--- config.mk ---
export PLATFORM = sky130hd
export DESIGN_NAME = ex_mem_pipe_reg
export DESIGN_NICKNAME = d
export VERILOG_FILES = /design/src/rtl/ex_mem_pkg.sv /design/src/rtl/pipe_skid_buf.sv /design/src/rtl/pipe_skid_buf_chk.sv /design/src/rtl/ex_mem_pipe_reg.sv
export SDC_FILE = /design/constraint.sdc
export NUM_CORES = 1
export LEC_CHECK = 0
export CAP_MARGIN = 30
export CORE_MARGIN = 4
export CORE_UTILIZATION = 45
export CTS_BUF_LIST = sky130_fd_sc_hd__clkbuf_2 sky130_fd_sc_hd__clkbuf_4 sky130_fd_sc_hd__clkbuf_8
export DETAILED_ROUTE_END_ITERATION = 12
export GPL_ROUTABILITY_DRIVEN = 0
export GPL_TIMING_DRIVEN = 0
export PLACE_DENSITY = 0.73
export SYNTH_ARGS = -nofsm -noshare
export SYNTH_HDL_FRONTEND = slang
export SYNTH_HIERARCHICAL = 1
export SYNTH_SLANG_ARGS = --single-unit
--- constraint.sdc ---
create_clock -name clk -period 1.92 [get_ports clk]
set_clock_uncertainty 0.2 [all_clocks]
set_input_delay 0.192 -clock clk [delete_from_list [all_inputs] [get_ports clk]]
set_output_delay 0.192 -clock clk [all_outputs]
set_load 0.03 [all_outputs]
--- src/rtl/ex_mem_pkg.sv ---
// Shared widths, control-bit positions and the default EX->MEM payload layout.
package ex_mem_pkg;

    localparam int DATA_WIDTH_D     = 64;
    localparam int REG_ID_WIDTH_D   = 5;
    localparam int MEM_CTRL_WIDTH_D = 2;
    localparam int WB_CTRL_WIDTH_D  = 2;

    localparam int MEM_RD     = 1;
    localparam int MEM_WR     = 0;
    localparam int WB_REGWR   = 1;
    localparam int WB_MEM2REG = 0;

    typedef struct packed {
        logic [DATA_WIDTH_D-1:0]     target;
        logic                        branch_taken;
        logic [DATA_WIDTH_D-1:0]     alu_res;
        logic [DATA_WIDTH_D-1:0]     write_data;
        logic [REG_ID_WIDTH_D-1:0]   dest;
        logic [MEM_CTRL_WIDTH_D-1:0] mem_ctrl;
        logic [WB_CTRL_WIDTH_D-1:0]  wb_ctrl;
    } ex_mem_payload_t;

    localparam int PAYLOAD_W_D = $bits(ex_mem_payload_t);

endpackage

--- src/rtl/pipe_skid_buf.sv ---
// Generic 2-entry valid/ready skid buffer: main slot M drives the output, skid slot S catches
// the entry accepted while M is stalled, so in_ready never depends on out_ready.
module pipe_skid_buf #(
    parameter int WIDTH = 8
) (
    input  logic             clk,
    input  logic             reset,
    input  logic             flush_i,
    input  logic             in_valid_i,
    output logic             in_ready_o,
    input  logic [WIDTH-1:0] in_data_i,
    output logic             out_valid_o,
    input  logic             out_ready_i,
    output logic [WIDTH-1:0] out_data_o,
    output logic [1:0]       occupancy_o
);

    logic             m_valid_q, m_valid_d;
    logic             s_valid_q, s_valid_d;
    logic [WIDTH-1:0] m_data_q, m_data_d;
    logic [WIDTH-1:0] s_data_q, s_data_d;
    logic             in_xfer_s;
    logic             out_xfer_s;

    assign in_ready_o  = !s_valid_q && !reset;
    assign in_xfer_s   = in_valid_i && in_ready_o;
    assign out_xfer_s  = m_valid_q && out_ready_i;
    assign out_valid_o = m_valid_q;
    assign out_data_o  = m_data_q;
    assign occupancy_o = {1'b0, m_valid_q} + {1'b0, s_valid_q};

    // Slot next-state: S refills M first to keep FIFO order; flush drops valids but keeps payloads.
    always_comb begin
        m_valid_d = m_valid_q;
        m_data_d  = m_data_q;
        s_valid_d = s_valid_q;
        s_data_d  = s_data_q;
        if (!m_valid_q || out_xfer_s) begin
            if (s_valid_q) begin
                m_valid_d = 1'b1;
                m_data_d  = s_data_q;
                s_valid_d = in_xfer_s;
                if (in_xfer_s) begin
                    s_data_d = in_data_i;
                end else begin
                    s_data_d = s_data_q;
                end
            end else if (in_xfer_s) begin
                m_valid_d = 1'b1;
                m_data_d  = in_data_i;
            end else begin
                m_valid_d = 1'b0;
            end
        end else begin
            if (in_xfer_s) begin
                s_valid_d = 1'b1;
                s_data_d  = in_data_i;
            end else begin
                s_valid_d = s_valid_q;
            end
        end
        if (flush_i) begin
            m_valid_d = 1'b0;
            s_valid_d = 1'b0;
        end else begin
            m_valid_d = m_valid_d;
        end
    end

    // Slot registers with synchronous reset that also clears payloads.
    always_ff @(posedge clk) begin
        if (reset) begin
            m_valid_q <= 1'b0;
            s_valid_q <= 1'b0;
            m_data_q  <= {WIDTH{1'b0}};
            s_data_q  <= {WIDTH{1'b0}};
        end else begin
            m_valid_q <= m_valid_d;
            s_valid_q <= s_valid_d;
            m_data_q  <= m_data_d;
            s_data_q  <= s_data_d;
        end
    end

    pipe_skid_buf_chk u_chk (
        .clk       (clk),
        .reset     (reset),
        .m_valid_i (m_valid_q),
        .s_valid_i (s_valid_q)
    );

endmodule

--- src/rtl/pipe_skid_buf_chk.sv ---
// Property checker for the skid buffer: the skid slot may only hold data while the main slot does.
module pipe_skid_buf_chk (
    input logic clk,
    input logic reset,
    input logic m_valid_i,
    input logic s_valid_i
);

    a_no_orphan_skid: assert property (@(posedge clk) disable iff (reset) !(s_valid_i && !m_valid_i));

endmodule

--- src/rtl/ex_mem_pipe_reg.sv ---
// EX->MEM boundary register with handshake, skid buffer and flush; control groups masked on bubbles.
// Define EX_MEM_STALL_CNT_EN to build the saturating back-pressure cycle counter.
module ex_mem_pipe_reg
    import ex_mem_pkg::*;
#(
    parameter int DATA_WIDTH     = DATA_WIDTH_D,
    parameter int REG_ID_WIDTH   = REG_ID_WIDTH_D,
    parameter int MEM_CTRL_WIDTH = MEM_CTRL_WIDTH_D,
    parameter int WB_CTRL_WIDTH  = WB_CTRL_WIDTH_D
) (
    input  logic                      clk,
    input  logic                      reset,
    input  logic                      flush,
    input  logic                      in_valid,
    output logic                      in_ready,
    input  logic [DATA_WIDTH-1:0]     target_in,
    input  logic                      branch_taken_in,
    input  logic [DATA_WIDTH-1:0]     alu_res_in,
    input  logic [DATA_WIDTH-1:0]     write_data_in,
    input  logic [REG_ID_WIDTH-1:0]   dest_in,
    input  logic [MEM_CTRL_WIDTH-1:0] mem_ctrl_in,
    input  logic [WB_CTRL_WIDTH-1:0]  wb_ctrl_in,
    output logic                      out_valid,
    input  logic                      out_ready,
    output logic [DATA_WIDTH-1:0]     target_out,
    output logic                      branch_taken_out,
    output logic [DATA_WIDTH-1:0]     alu_res_out,
    output logic [DATA_WIDTH-1:0]     write_data_out,
    output logic [REG_ID_WIDTH-1:0]   dest_out,
    output logic [MEM_CTRL_WIDTH-1:0] mem_ctrl_out,
    output logic [WB_CTRL_WIDTH-1:0]  wb_ctrl_out,
    output logic [1:0]                occupancy,
    output logic [31:0]               stall_cycles
);

    localparam int PAYLOAD_W = 3 * DATA_WIDTH + 1 + REG_ID_WIDTH + MEM_CTRL_WIDTH + WB_CTRL_WIDTH;

    logic [PAYLOAD_W-1:0]      in_payload_s;
    logic [PAYLOAD_W-1:0]      out_payload_s;
    logic [MEM_CTRL_WIDTH-1:0] mem_ctrl_raw_s;
    logic [WB_CTRL_WIDTH-1:0]  wb_ctrl_raw_s;

    assign in_payload_s = {target_in, branch_taken_in, alu_res_in, write_data_in,
                           dest_in, mem_ctrl_in, wb_ctrl_in};

    pipe_skid_buf #(
        .WIDTH (PAYLOAD_W)
    ) u_skid (
        .clk         (clk),
        .reset       (reset),
        .flush_i     (flush),
        .in_valid_i  (in_valid),
        .in_ready_o  (in_ready),
        .in_data_i   (in_payload_s),
        .out_valid_o (out_valid),
        .out_ready_i (out_ready),
        .out_data_o  (out_payload_s),
        .occupancy_o (occupancy)
    );

    assign {target_out, branch_taken_out, alu_res_out, write_data_out,
            dest_out, mem_ctrl_raw_s, wb_ctrl_raw_s} = out_payload_s;

    // A bubble must never write memory or the register file.
    assign mem_ctrl_out = out_valid ? mem_ctrl_raw_s : {MEM_CTRL_WIDTH{1'b0}};
    assign wb_ctrl_out  = out_valid ? wb_ctrl_raw_s  : {WB_CTRL_WIDTH{1'b0}};

`ifdef EX_MEM_STALL_CNT_EN
    logic [31:0] stall_cnt_q, stall_cnt_d;

    // Count stalled-output cycles, saturating; flush deliberately leaves the count alone.
    always_comb begin
        stall_cnt_d = stall_cnt_q;
        if (out_valid && !out_ready && (stall_cnt_q != 32'hFFFF_FFFF)) begin
            stall_cnt_d = stall_cnt_q + 32'd1;
        end else begin
            stall_cnt_d = stall_cnt_q;
        end
    end

    // Counter register.
    always_ff @(posedge clk) begin
        if (reset) begin
            stall_cnt_q <= 32'd0;
        end else begin
            stall_cnt_q <= stall_cnt_d;
        end
    end

    assign stall_cycles = stall_cnt_q;
`else
    assign stall_cycles = 32'd0;
`endif

endmodule

==> results.tsv, run 1 <==
metric	value	unit
Max-cap violations	0	
crit share post-route	102	%
Lkg Pwr	11.6	nW
commonest non-fill, non-tap cell in the layout	dfxtp_1	
Non-Filler Cell Area, Final	0.0278	mm^2
register-to-register setup slack	-40	ps
number of port buffers	412	
Power Total	21.0	mW
worst hold path startpoint	write_data_in[8]	
TritonCTS clock tree	built	
Die Width	213	um
clk slew on worst S/H paths	60	ps
endpoints failing setup	8	
gr ovfl total	0	
vias in the first global route	17000	
Max VDD drop	628	uV
initial antenna violation count	10	
register area share after synthesis	43.0	%
DRT iter0 DRCs	806	
Critical R2R Launch	u_skid/s_valid_q	
status	finished with violations	
CP max FO	10	
Mapped Avg Cell Area	10.2	um^2
Clock Tree Root	clkbuf_8	
CTS Sinks	406	
Setup CP Type	reg -> reg	
crit path time final	1960	ps
Synth cell types	19	
DR WL/cell	19.8	um
proportion of layout cells with a drive suffix above 1	31.5	%
Total GRT Usage	25.5	%
Hold Crit Class	in -> reg	
setup TNS	-181	ps
Filler cells	3083	
initial core utilization	45.8	%
Die Ht	213	um
Hold Path Sink	u_skid/s_data_q[17]	
arrival time of the worst setup path	2260	ps
RSZ-0062 raised after global routing	yes	
Pwr Density	755	mW/mm^2
DP Area	0.0238	mm^2
Yosys warning total	6	
remaining antenna violation count after routing	0	
# IOs	445	
most frequent cells in the layout	dfxtp_1 (405), mux2_2 (368), a211oi_1 (282)	
Worst Setup Slack, final	-41.3	ps
Routed WL	61.8	mm
H-tree Lvls	3	
drt drc	0	
Crit path required time	2210	ps
hold-critical path depth	2	
First-pass DRT Iterations	5	
startpoint types	flop	
largest net degree at the start of global routing	11	
crit end category	flop	
hpwl dp	43.0	mm
FF-to-FF path depth	6	
Mapped Area	0.0189	mm^2
vias	16300	
Via density	5.23	
fmax	510	MHz
relative slew slack	65.6	%
core area	0.0412	mm^2
worst r2r dst	u_skid/out_data_o[88]	
Critical Path Start	u_skid/s_valid_q	
row cnt	74	
Skew-Pair Late Insertion Delay	610	ps
register bit total from synthesis	406	
Syn Inst Count	1846	
first-pass GRT wire length	92.4	mm
Area growth syn-to-layout	47.1	%
clk buf depth	3	
final slew viol count	0	
Final #Nets	2736	
Die ar.	0.0453	mm^2
Inserted Clock Buffers	72	
Fin. Hold Viols	0	
Tightest Pin Transition	518	ps
failing checks	setup timing	
[logic make-up (layout without fill, tap and decap cells)]
logic type	count (synthesis)	count (layout)	synth area share, %
flops	406	406	43.0
fa+ha+maj	1	1	0.0662
compound gates	406	406	16.1
simple gates	213	213	7.04
buf+inv	415	1122	9.61
other cells	1	40	0.0199
mux	404	404	24.1
[metrics by stage]
step / utilization, % / setup slack (ps) / std cells / hold WS [ps]
2_1_floorplan: - / 8.09 / 1877 / 57.3
3_3_place_gp: 57.7 / -1210 / 2821 / 243
3_5_place_dp: 57.8 / -1070 / 2822 / 243
4_1_cts: 65.7 / -0.438 / 3113 / 0.0616
5_1_grt: 67.4 / -125 / 3124 / 8.17
6_report: 67.4 / -41.3 / 3124 / 42.8
[layer usage]
metal / global-route usage, % / vias to the layer above / part of all wire [%]
met2: 45.1 / 502 / 50
met1: 29.3 / 7884 / 40
li1: - / 7817 / -
met3: 7.63 / 123 / 7.2
met4: 9.08 / 4 / 2.8
met5: 0 / - / 0.040
[how the worst max path moves through the flow]
stage | slack [ps] | end
6_report | -40 | u_skid/out_data_o[88]
5_1_grt | -130 | u_skid/out_data_o[173]
4_1_cts | -0.4 | in_ready
3_5_place_dp | -1070 | u_skid/out_data_o[78]
3_3_place_gp | -1210 | u_skid/out_data_o[75]
2_1_floorplan | 8 | u_skid/s_data_q[131]
[report_power, final]
part	internal (mW)	total (mW)	switching, mW	leakage, nW
clock network	4.94	8.54	3.60	0.839
logic	1.55	3.46	1.91	7.41
registers	8.80	8.99	0.193	3.31
[worst max-delay path, stage by stage (launching register included)]
cell and delay, ps:
dfxtp_1 360, buf_6 160, buf_12 180, buf_6 180
mux2_2 370, a211oi_1 290, a211oi_1 100
[sequential cells by signal (all words and copies together), names as in the netlist]
name	count
u_skid/s_valid_q	1
u_skid/out_data_o	202
u_skid/s_data_q	202
u_skid/out_valid_o	1
[repair_timing]
action                                  4_1_cts  5_1_grt
pin swaps                                     0        7
resized for setup                           378      190
hold buffers                                161        0
setup buffers                                 0        2
hold endpoints to repair                    162        0
endpoints found under the setup margin      567      284
cloned                                        0        1
[synth_stat cells]
cell | count | area [um^2]
nand3_1 | 1 | 5.00
mux2_2 | 368 | 4140
nor2b_1 | 203 | 1270
a21o_1 | 1 | 7.51
nand2b_1 | 2 | 12.5
buf_2 | 76 | 380
a211oi_1 | 405 | 3040
clkbuf_1 | 87 | 327
buf_4 | 43 | 323
mux2_1 | 36 | 405
ha_1 | 1 | 12.5
dfxtp_1 | 406 | 8130
conb_1 | 1 | 3.75
buf_1 | 6 | 22.5
and2_1 | 4 | 25.0
nor4_1 | 1 | 6.26
inv_1 | 203 | 762
nor2_1 | 1 | 3.75
nor2_2 | 1 | 6.26
[layout make-up]
cell class,count,area (um^2),share of cell area (%)
multi-input cells,1056,9690,34.9
repair buffers,577,5530,19.9
clock buffers,122,1510,5.44
well taps,532,666,2.40
flip-flops and latches,406,8130,29.3
diodes,8,20.0,0.0720
clock inverters,8,43.8,0.158
inverters,203,762,2.74
plain buffers,212,1430,5.14
No activity file was read; power rests on OpenSTA's default activity.
==> inputs of run 2 (changes only) <==
- CORE_MARGIN: 4 -> 3
- CTS_CLUSTER_SIZE: default -> 20
- SLEW_MARGIN: default -> 0
==> run 2 against run 1 <==
  * Highest routed layer unchanged
  * Combinational power rose by 1%
  * Sequential share of layout area down 0.18 points
  * Routed wire length grew 0.97%
  * Sequential power is essentially flat
  * The run still ends with setup timing left
  * Setup slack gained 26 ps
  * First-iteration DRC count increased by 8.6%
  * Count of clock-buffer cells in the layout is 18 lower
  * Critical endpoint is now u_skid/s_data_q[137]
  * Utilization grew 0.57 points
==> results.tsv, run 2 (synthesized netlist as in run 1, its figures left out) <==
metric	value	unit
crit path time final	1940	ps
CTS Sinks	406	
CP max FO	10	
H-tree Lvls	3	
hpwl dp	42.4	mm
Routed WL	62.4	mm
Total GRT Usage	26.1	%
crit-path max cell delay	510	ps
Setup CP Type	in -> reg	
Clock Tree Root	clkbuf_8	
number of port buffers	412	
initial core utilization	45.9	%
DR WL/cell	20.0	um
Fin. Hold Viols	0	
drt drc	0	
largest net degree at the start of global routing	15	
Filler cells	3056	
Lkg Pwr	11.6	nW
gr ovfl total	0	
Cell Chain, Critical Path	clkdlybuf4s50_1 > clkbuf_4 > buf_2 > clkbuf_1 > nor2b_1 > mux2_1	
first-pass GRT wire length	93.2	mm
Skew-Pair Late Insertion Delay	630	ps
crit end category	flop	
Die Width	211	um
crit share post-route	101	%
vias in the first global route	17100	
M1 WL	25.0	mm
Pwr Density	735	mW/mm^2
Hold Crit Class	in -> reg	
Crit path required time	2220	ps
clk slew on worst S/H paths	50	ps
startpoint types	primary input	
core area	0.0411	mm^2
Tightest Pin Transition	544	ps
failing checks	setup timing	
DP Worst Slack	-1000	ps
endpoints failing setup	3	
Area growth syn-to-layout	48.0	%
setup TNS	-27.6	ps
final slew viol count	0	
status	finished with violations	
Worst Setup Slack, final	-15.5	ps
Die ar.	0.0445	mm^2
most frequent cells in the layout	dfxtp_1 (405), mux2_2 (368), a211oi_1 (271)	
Final #Nets	2753	
TritonCTS clock tree	built	
vias	16500	
fmax	517	MHz
RSZ-0062 raised after global routing	yes	
remaining antenna violation count after routing	0	
final core utilization	68.0	%
row cnt	74	
slowest CP cell	clkdlybuf4s50_1	
# IOs	445	
initial antenna violation count	5	
arrival time of the worst setup path	2240	ps
relative slew slack	63.7	%
Met2 Wirelength	30.9	mm
Via density	5.28	
WHS	45.6	ps
DR WL met3	4.53	mm
commonest non-fill, non-tap cell in the layout	dfxtp_1	
clk buf depth	3	
DRT iter0 DRCs	875	
proportion of layout cells with a drive suffix above 1	31.3	%
Max VDD drop	625	uV
delay-heaviest family, CP	buffers and inverters	
Bufs and invs on worst path	4	
First-pass DRT Iterations	9	
Max-cap violations	0	
highest routed layer	met5	
Inserted Clock Buffers	72	
Die Ht	211	um
## run 2: changes by cell type in the layout (fill, tap and decap cells not counted), sizes merged, moves of 3 or more
cell,before,now
buf,145,135
diode,8,5
dlygate4sd3,161,178
clkbuf,200,192
clkinvlp,0,5
## run 2: final cells by class
cell class                 instances  area [um^2]  share of cell area, %
multi-input combinational       1056         9780                   35.0
sequential                       406         8130                   29.1
timing repair buffer             595         5710                   20.4
buffer                           211         1490                   5.32
clock buffer                     104         1310                   4.67
inverter                         203          762                   2.73
tap                              532          666                   2.38
clock inverter                    13          103                  0.367
antenna                            5         12.5                 0.0448
## run 2: repair_timing
action / CTS / global route
gates cloned: 0 / 1
hold endpoints to repair: 178 / 1
pin swaps: 0 / 5
endpoints found under the setup margin: 566 / 297
setup buffers: 0 / 3
hold buffers: 177 / 1
resized for setup: 376 / 224
## run 2: stage by stage
step | instances | area, um^2 | power (mW)
floorplan | 1877 | 19000 | 10.9
global placement | 2821 | 23800 | 12.3
finish | 3125 | 28000 | 20.5
global route | 3124 | 28000 | 21.3
detailed placement | 2822 | 23800 | 12.3
CTS | 3115 | 27100 | 20.5
## run 2: final timing paths
kind / start / end / slack (ps) / cells past startpoint
worst max-delay path: reset / u_skid/s_data_q[137] / -20 / 6
worst min-delay path: target_in[23] / u_skid/s_data_q[161] / 50 / 2
worst max register to register: u_skid/s_valid_q / u_skid/out_data_o[27] / 0 / 6
worst min register to register: u_skid/out_data_o[60] / u_skid/out_data_o[60] / 250 / 2
## run 2: where the power goes
part	internal, mW	leakage (nW)	switching (mW)
combinational	1.58	7.50	1.93
sequential	8.80	3.31	0.193
clock	4.47	0.738	3.56
## run 2: routing by layer
layer / up-vias / GRT usage [%]
met5: - / 0
met3: 128 / 8.39
met2: 515 / 45.9
met4: 2 / 9.05
met1: 8010 / 30.0
li1: 7851 / -
## run 2: worst register-to-register path, delay by kind of cell (launching register included)
family / cells / cell delay [ps]
flip-flops: 1 / 340
buffers and inverters: 3 / 490
AO/OA/AOI/OAI: 2 / 370
multiplexers: 1 / 370
==> inputs of run 3 (changes only) <==
--- a/constraint.sdc
+++ b/constraint.sdc
@@ -4,2 +4,2 @@
 set_output_delay 0.192 -clock clk [all_outputs]
-set_load 0.03 [all_outputs]
+set_load 0.1 [all_outputs]
==> run 3 against run 2 <==
  * The run now ends clean
  * Sequential share of layout area rose by 0.64 points
  * Routed wire length fell by 0.46%
  * Via count fell by 1.3%
  * First-iteration DRC count fell by 16%
  * Final area fell by 2.1%
  * Sequential cell count did not move
  * Total power rose by 11%
  * Count of clock-buffer cells in the layout rose by 18
  * Global-route usage fell by 0.16 points
  * Critical path depth did not move
  * Clock power rose by 7.0%
  * Setup slack improved by 17 ps
==> results.tsv, run 3 (synthesized netlist as in run 1, its figures left out) <==
metric	value	unit
Die ar.	0.0445	mm^2
initial core utilization	45.9	%
fmax	521	MHz
proportion of layout cells with a drive suffix above 1	39.3	%
DP Worst Slack	-966	ps
commonest non-fill, non-tap cell in the layout	dfxtp_1	
Area growth syn-to-layout	44.9	%
Power Total	22.9	mW
Inserted Clock Buffers	72	
Max VDD drop	611	uV
delay-heaviest family, CP	buffers and inverters	
TritonCTS clock tree	built	
slowest CP cell	dfxtp_2	
row cnt	74	
first-pass GRT wire length	92.1	mm
H-tree Lvls	3	
most frequent cells in the layout	dfxtp_1 (404), mux2_2 (368), a211oi_1 (303)	
number of port buffers	412	
Max-cap violations	0	
endpoints failing setup	0	
hpwl dp	43.0	mm
crit end category	flop	
DR WL/cell	20.0	um
clk buf depth	3	
Skew-Pair Late Insertion Delay	620	ps
CP max FO	10	
Clock Tree Root	clkbuf_8	
initial antenna violation count	7	
WHS	42.0	ps
core area	0.0411	mm^2
startpoint types	flop	
vias in the first global route	17000	
Crit path required time	2210	ps
Pwr Density	836	mW/mm^2
Routed WL	62.1	mm
postcts setup bufs	0	
CTS Sinks	406	
Total GRT Usage	26.0	%
drt drc	0	
arrival time of the worst setup path	2210	ps
Fin. Hold Viols	0	
# IOs	445	
Final #Nets	2716	
Lkg Pwr	11.2	nW
Setup CP Type	reg -> reg	
crit share post-route	99.9	%
Bufs and invs on worst path	3	
DRT iter0 DRCs	732	
crit path time final	1920	ps
vias	16300	
setup TNS	0	ps
final core utilization	66.6	%
clk slew on worst S/H paths	60	ps
Die Width	211	um
Filler cells	3100	
gr ovfl total	0	
RSZ-0062 raised after global routing	yes	
relative slew slack	65.0	%
Die Ht	211	um
final slew viol count	0	
crit-path max cell delay	360	ps
First-pass DRT Iterations	5	
largest net degree at the start of global routing	11	
status	complete, no violations	
Cell Chain, Critical Path	buf_8 > buf_8 > buf_6 > mux2_2 > a211oi_1 > a211oi_1	
remaining antenna violation count after routing	0	
Via density	5.25	
register-to-register setup slack	2	ps
Hold Crit Class	in -> reg	
Tightest Pin Transition	529	ps
Worst Setup Slack, final	1.72	ps
## run 3: changes by cell type in the layout (fill, tap and decap cells not counted), moves of 6 or more
cell	change
buf_4	-8
clkdlybuf4s15_1	-6
clkbuf_1	-16
buf_2	+185
dlygate4sd3_1	-35
a211oi_1	+32
clkbuf_8	+8
clkbuf_2	+16
buf_16	+21
a211oi_2	-29
dlygate4sd2_1	-190
## run 3: path summary, 6_finish.rpt
kind / depth (start not counted) / start / endpoint
hold / removal: 2 / alu_res_in[45] / u_skid/s_data_q[118]
setup / recovery: 6 / u_skid/s_valid_q / u_skid/out_data_o[165]
setup reg to reg: 6 / u_skid/s_valid_q / u_skid/out_data_o[165]
hold reg to reg: 2 / u_skid/out_data_o[156] / u_skid/out_data_o[156]
## run 3: power breakdown
group / total, mW / switching [mW] / internal (mW)
clock: 8.59 / 3.59 / 5.00
combinational: 5.23 / 3.65 / 1.58
sequential: 9.04 / 0.240 / 8.80
total: 22.9 / 7.49 / 15.4
## run 3: repair_timing
item / in CTS / in global routing
setup endpoints to repair: 495 / 347
gates cloned: 0 / 1
gates resized for setup: 1041 / 222
hold buffers: 143 / 0
hold endpoints to repair: 144 / 0
pin swaps: 0 / 5
## run 3: per-layer routing
metal  track usage [%]  share of wire [%]  up-vias
li1                  -                  -     7781
met1              30.5                 41     7880
met2              45.5                 50      512
met3              7.56                7.1      117
met4              8.82                2.6        4
met5                 0              0.035        -
## run 3: final cells by class
cell class	instances	area, um^2	area share (%)
plain buffers	212	1510	5.51
repair buffers	557	5080	18.6
diodes	8	20.0	0.0732
flip-flops and latches	406	8130	29.7
well taps	532	666	2.43
clock buffers	122	1490	5.45
clock inverters	7	65.1	0.238
multi-input cells	1056	9640	35.2
inverters	203	762	2.79
## run 3: stage by stage
step                      std cells  area [um^2]
after floorplan                1877        19100
after global placement         2821        23900
after detailed placement       2843        24500
after CTS                      3094        26600
after global routing           3099        27400
final                          3103        27400
## run 3: worst reg2reg max path: cells and delay by family (launching register included)
kind / cells / cell delay, ps
muxes: 1 / 360
DFF: 1 / 360
buffers and inverters: 3 / 510
AOI/OAI and AO/OA: 2 / 370
==> patch (settings of run 2) <==
`REG_ID_WIDTH_D`: 5 -> 10.
--- a/src/rtl/ex_mem_pkg.sv
+++ b/src/rtl/ex_mem_pkg.sv
@@ -2,7 +2,7 @@
 package ex_mem_pkg;
 
     localparam int DATA_WIDTH_D     = 64;
-    localparam int REG_ID_WIDTH_D   = 5;
+    localparam int REG_ID_WIDTH_D   = 10;
     localparam int MEM_CTRL_WIDTH_D = 2;
     localparam int WB_CTRL_WIDTH_D  = 2;
 
Interface: changed (resized dest_in and dest_out); port bits go from 445 to 455. No check against the original RTL was run, so the function may have changed too.
==> patch against run 2 <==
Critical endpoint is now u_skid/out_data_o[110]; final cell count increased by 2.5%; the flow still finishes with violations (negative setup slack); largest cell class unchanged; global-route usage shrank 0.69 points; total power increased by 3.1%; setup slack worse by 0.030 ns; critical path type is now flip-flop to flip-flop; synthesized area is 2.9% higher; routed wire length down 2.2%; largest power group unchanged; sequential cell count up 10; synthesized cell count is 2.3% higher; design area grew 0.18%.
==> patch: results (changes against run 2) <==
{| class="wikitable"
! Metric !! Value
|-
| Status || finished, violations left (unchanged)
|-
| Failing checks || negative setup slack (unchanged)
|-
| Register area share after synthesis || 42.8% (was 43.0%)
|-
| Met2 WL post-DR || 29,600 um (was 30,900 um)
|-
| Final setup violating endpoints || 26 (was 3)
|-
| Clock Tree Buf Depth || 3 (unchanged)
|-
| GR met2 Demand/Resource || 43.7% (was 45.9%)
|-
| Metal3 WL || 3930 um (was 4530 um)
|-
| Slowest cell delay on critical path || 0.40 ns (was 0.51 ns)
|-
| Met1 demand-to-capacity share in global routing || 30.4% (was 30.0%)
|-
| Maximum number of pins on one net before global-route repair || 11 (was 15)
|-
| Area share of the leading cell type in the synthesized netlist || 42.8% (was 43.0%)
|-
| Number of buffers created by CTS || 74 (was 72)
|-
| Area contributors post-synth || sky130_fd_sc_hd__dfxtp_1, sky130_fd_sc_hd__mux2_2, sky130_fd_sc_hd__a211oi_1 (unchanged)
|-
| Wire length of the first global-routing pass || 92,400 um (was 93,200 um)
|-
| Drt first pass iters || 6 (was 9)
|-
| Layout cells sized above 1 || 31.2% (was 31.3%)
|-
| Placed cell areas || 0.0245 mm2 (was 0.0238 mm2)
|-
| Post-route met1 wirelength || 25,200 um (was 25,000 um)
|-
| Total via count after detailed routing || 16.6k (was 16.5k)
|-
| Transition time at the pin with the least slew margin || 0.705 ns (was 0.544 ns)
|-
| Number of buffer cells added on primary ports || 422 (was 412)
|-
| Count of different cell masters after synthesis || 20 (was 19)
|-
| GR met3 Demand/Resource || 6.07% (was 8.39%)
|-
| Asr flop ratio synth || 0% (unchanged)
|-
| Fin Setup TNS || -0.373 ns (was -0.0276 ns)
|-
| Post-placement setup slack || -1.29 ns (was -1.00 ns)
|-
| Number of hold buffers added after CTS || 143 (was 177)
|-
| Post-synthesis cell count || 1,888 (was 1,846)
|-
| Number of resized instances in the post-cts repair step || 377 (was 376)
|-
| Peak VDD IR || 0.000811 V (was 0.000625 V)
|-
| Initial antenna violation count || 12 (was 5)
|-
| DP Cell Count || 2,919 (was 2,822)
|-
| Leakage power summed over all cells || 11.6 nW (about the same)
|-
| Total Routed Length || 61,000 um (was 62,400 um)
|-
| Overall Global Routing Usage || 25.4% (was 26.1%)
|-
| Setup repair bufs after CTS || 1 (was 0)
|-
| Final WS setup || -0.0454 ns (was -0.0155 ns)
|-
| Final standard cell count with taps included and fillers excluded || 3,202 (was 3,125)
|-
| Placed wire-length estimate || 43,000 um (was 42,400 um)
|-
| Number of design-rule violations left by the first detailed-router iteration || 910 (was 875)
|-
| Most frequent cells after synthesis || sky130_fd_sc_hd__dfxtp_1, sky130_fd_sc_hd__mux2_2, sky130_fd_sc_hd__a211oi_1 (was sky130_fd_sc_hd__dfxtp_1, sky130_fd_sc_hd__a211oi_1, sky130_fd_sc_hd__mux2_2)
|}
[patch: worst paths after layout]
check / start / endpoint / slack (ns) / depth (start not counted)
setup / recovery: u_skid/s_valid_q / u_skid/out_data_o[110] / -0.05 / 6
hold / removal: alu_res_in[26] / u_skid/s_data_q[104] / 0.03 / 2
setup reg to reg: u_skid/s_valid_q / u_skid/out_data_o[110] / -0.05 / 6
hold reg to reg: u_skid/out_data_o[99] / u_skid/out_data_o[99] / 0.25 / 2
[patch: logic make-up after synthesis]
group	Yosys count	synth area share, %
buf+inv	422	9.77
compound gates	416	16.3
flops	416	42.8
mux	414	24.0
simple gates	218	6.98
fa+ha+maj	1	0.0644
other cells	1	0.0193
[patch: final cells by class]
| class | count | area (um2) |
|---|---|---|
| clock buffers | 119 | 1460 |
| inverters | 208 | 783 |
| repair buffers | 568 | 5420 |
| clock inverters | 9 | 65.1 |
| multi-input cells | 1081 | 9760 |
| flip-flops and latches | 416 | 8340 |
| well taps | 577 | 722 |
| diodes | 10 | 25.0 |
| plain buffers | 214 | 1440 |
| fillers | 3335 | 14300 |
[patch: worst reg2reg max path, stage by stage, from the launching register on]
cell,delay (ns)
sky130_fd_sc_hd__dfxtp_4,0.40
sky130_fd_sc_hd__buf_12,0.17
sky130_fd_sc_hd__buf_12,0.18
sky130_fd_sc_hd__buf_8,0.17
sky130_fd_sc_hd__mux2_2,0.38
sky130_fd_sc_hd__a211oi_2,0.24
sky130_fd_sc_hd__a211oi_1,0.08
[patch: where the power goes]
group          total, mW  internal (mW)  switching [mW]
logic               3.47           1.56            1.91
registers           9.22           9.01           0.203
clock network       8.48           4.81            3.67
total               21.2           15.4            5.79
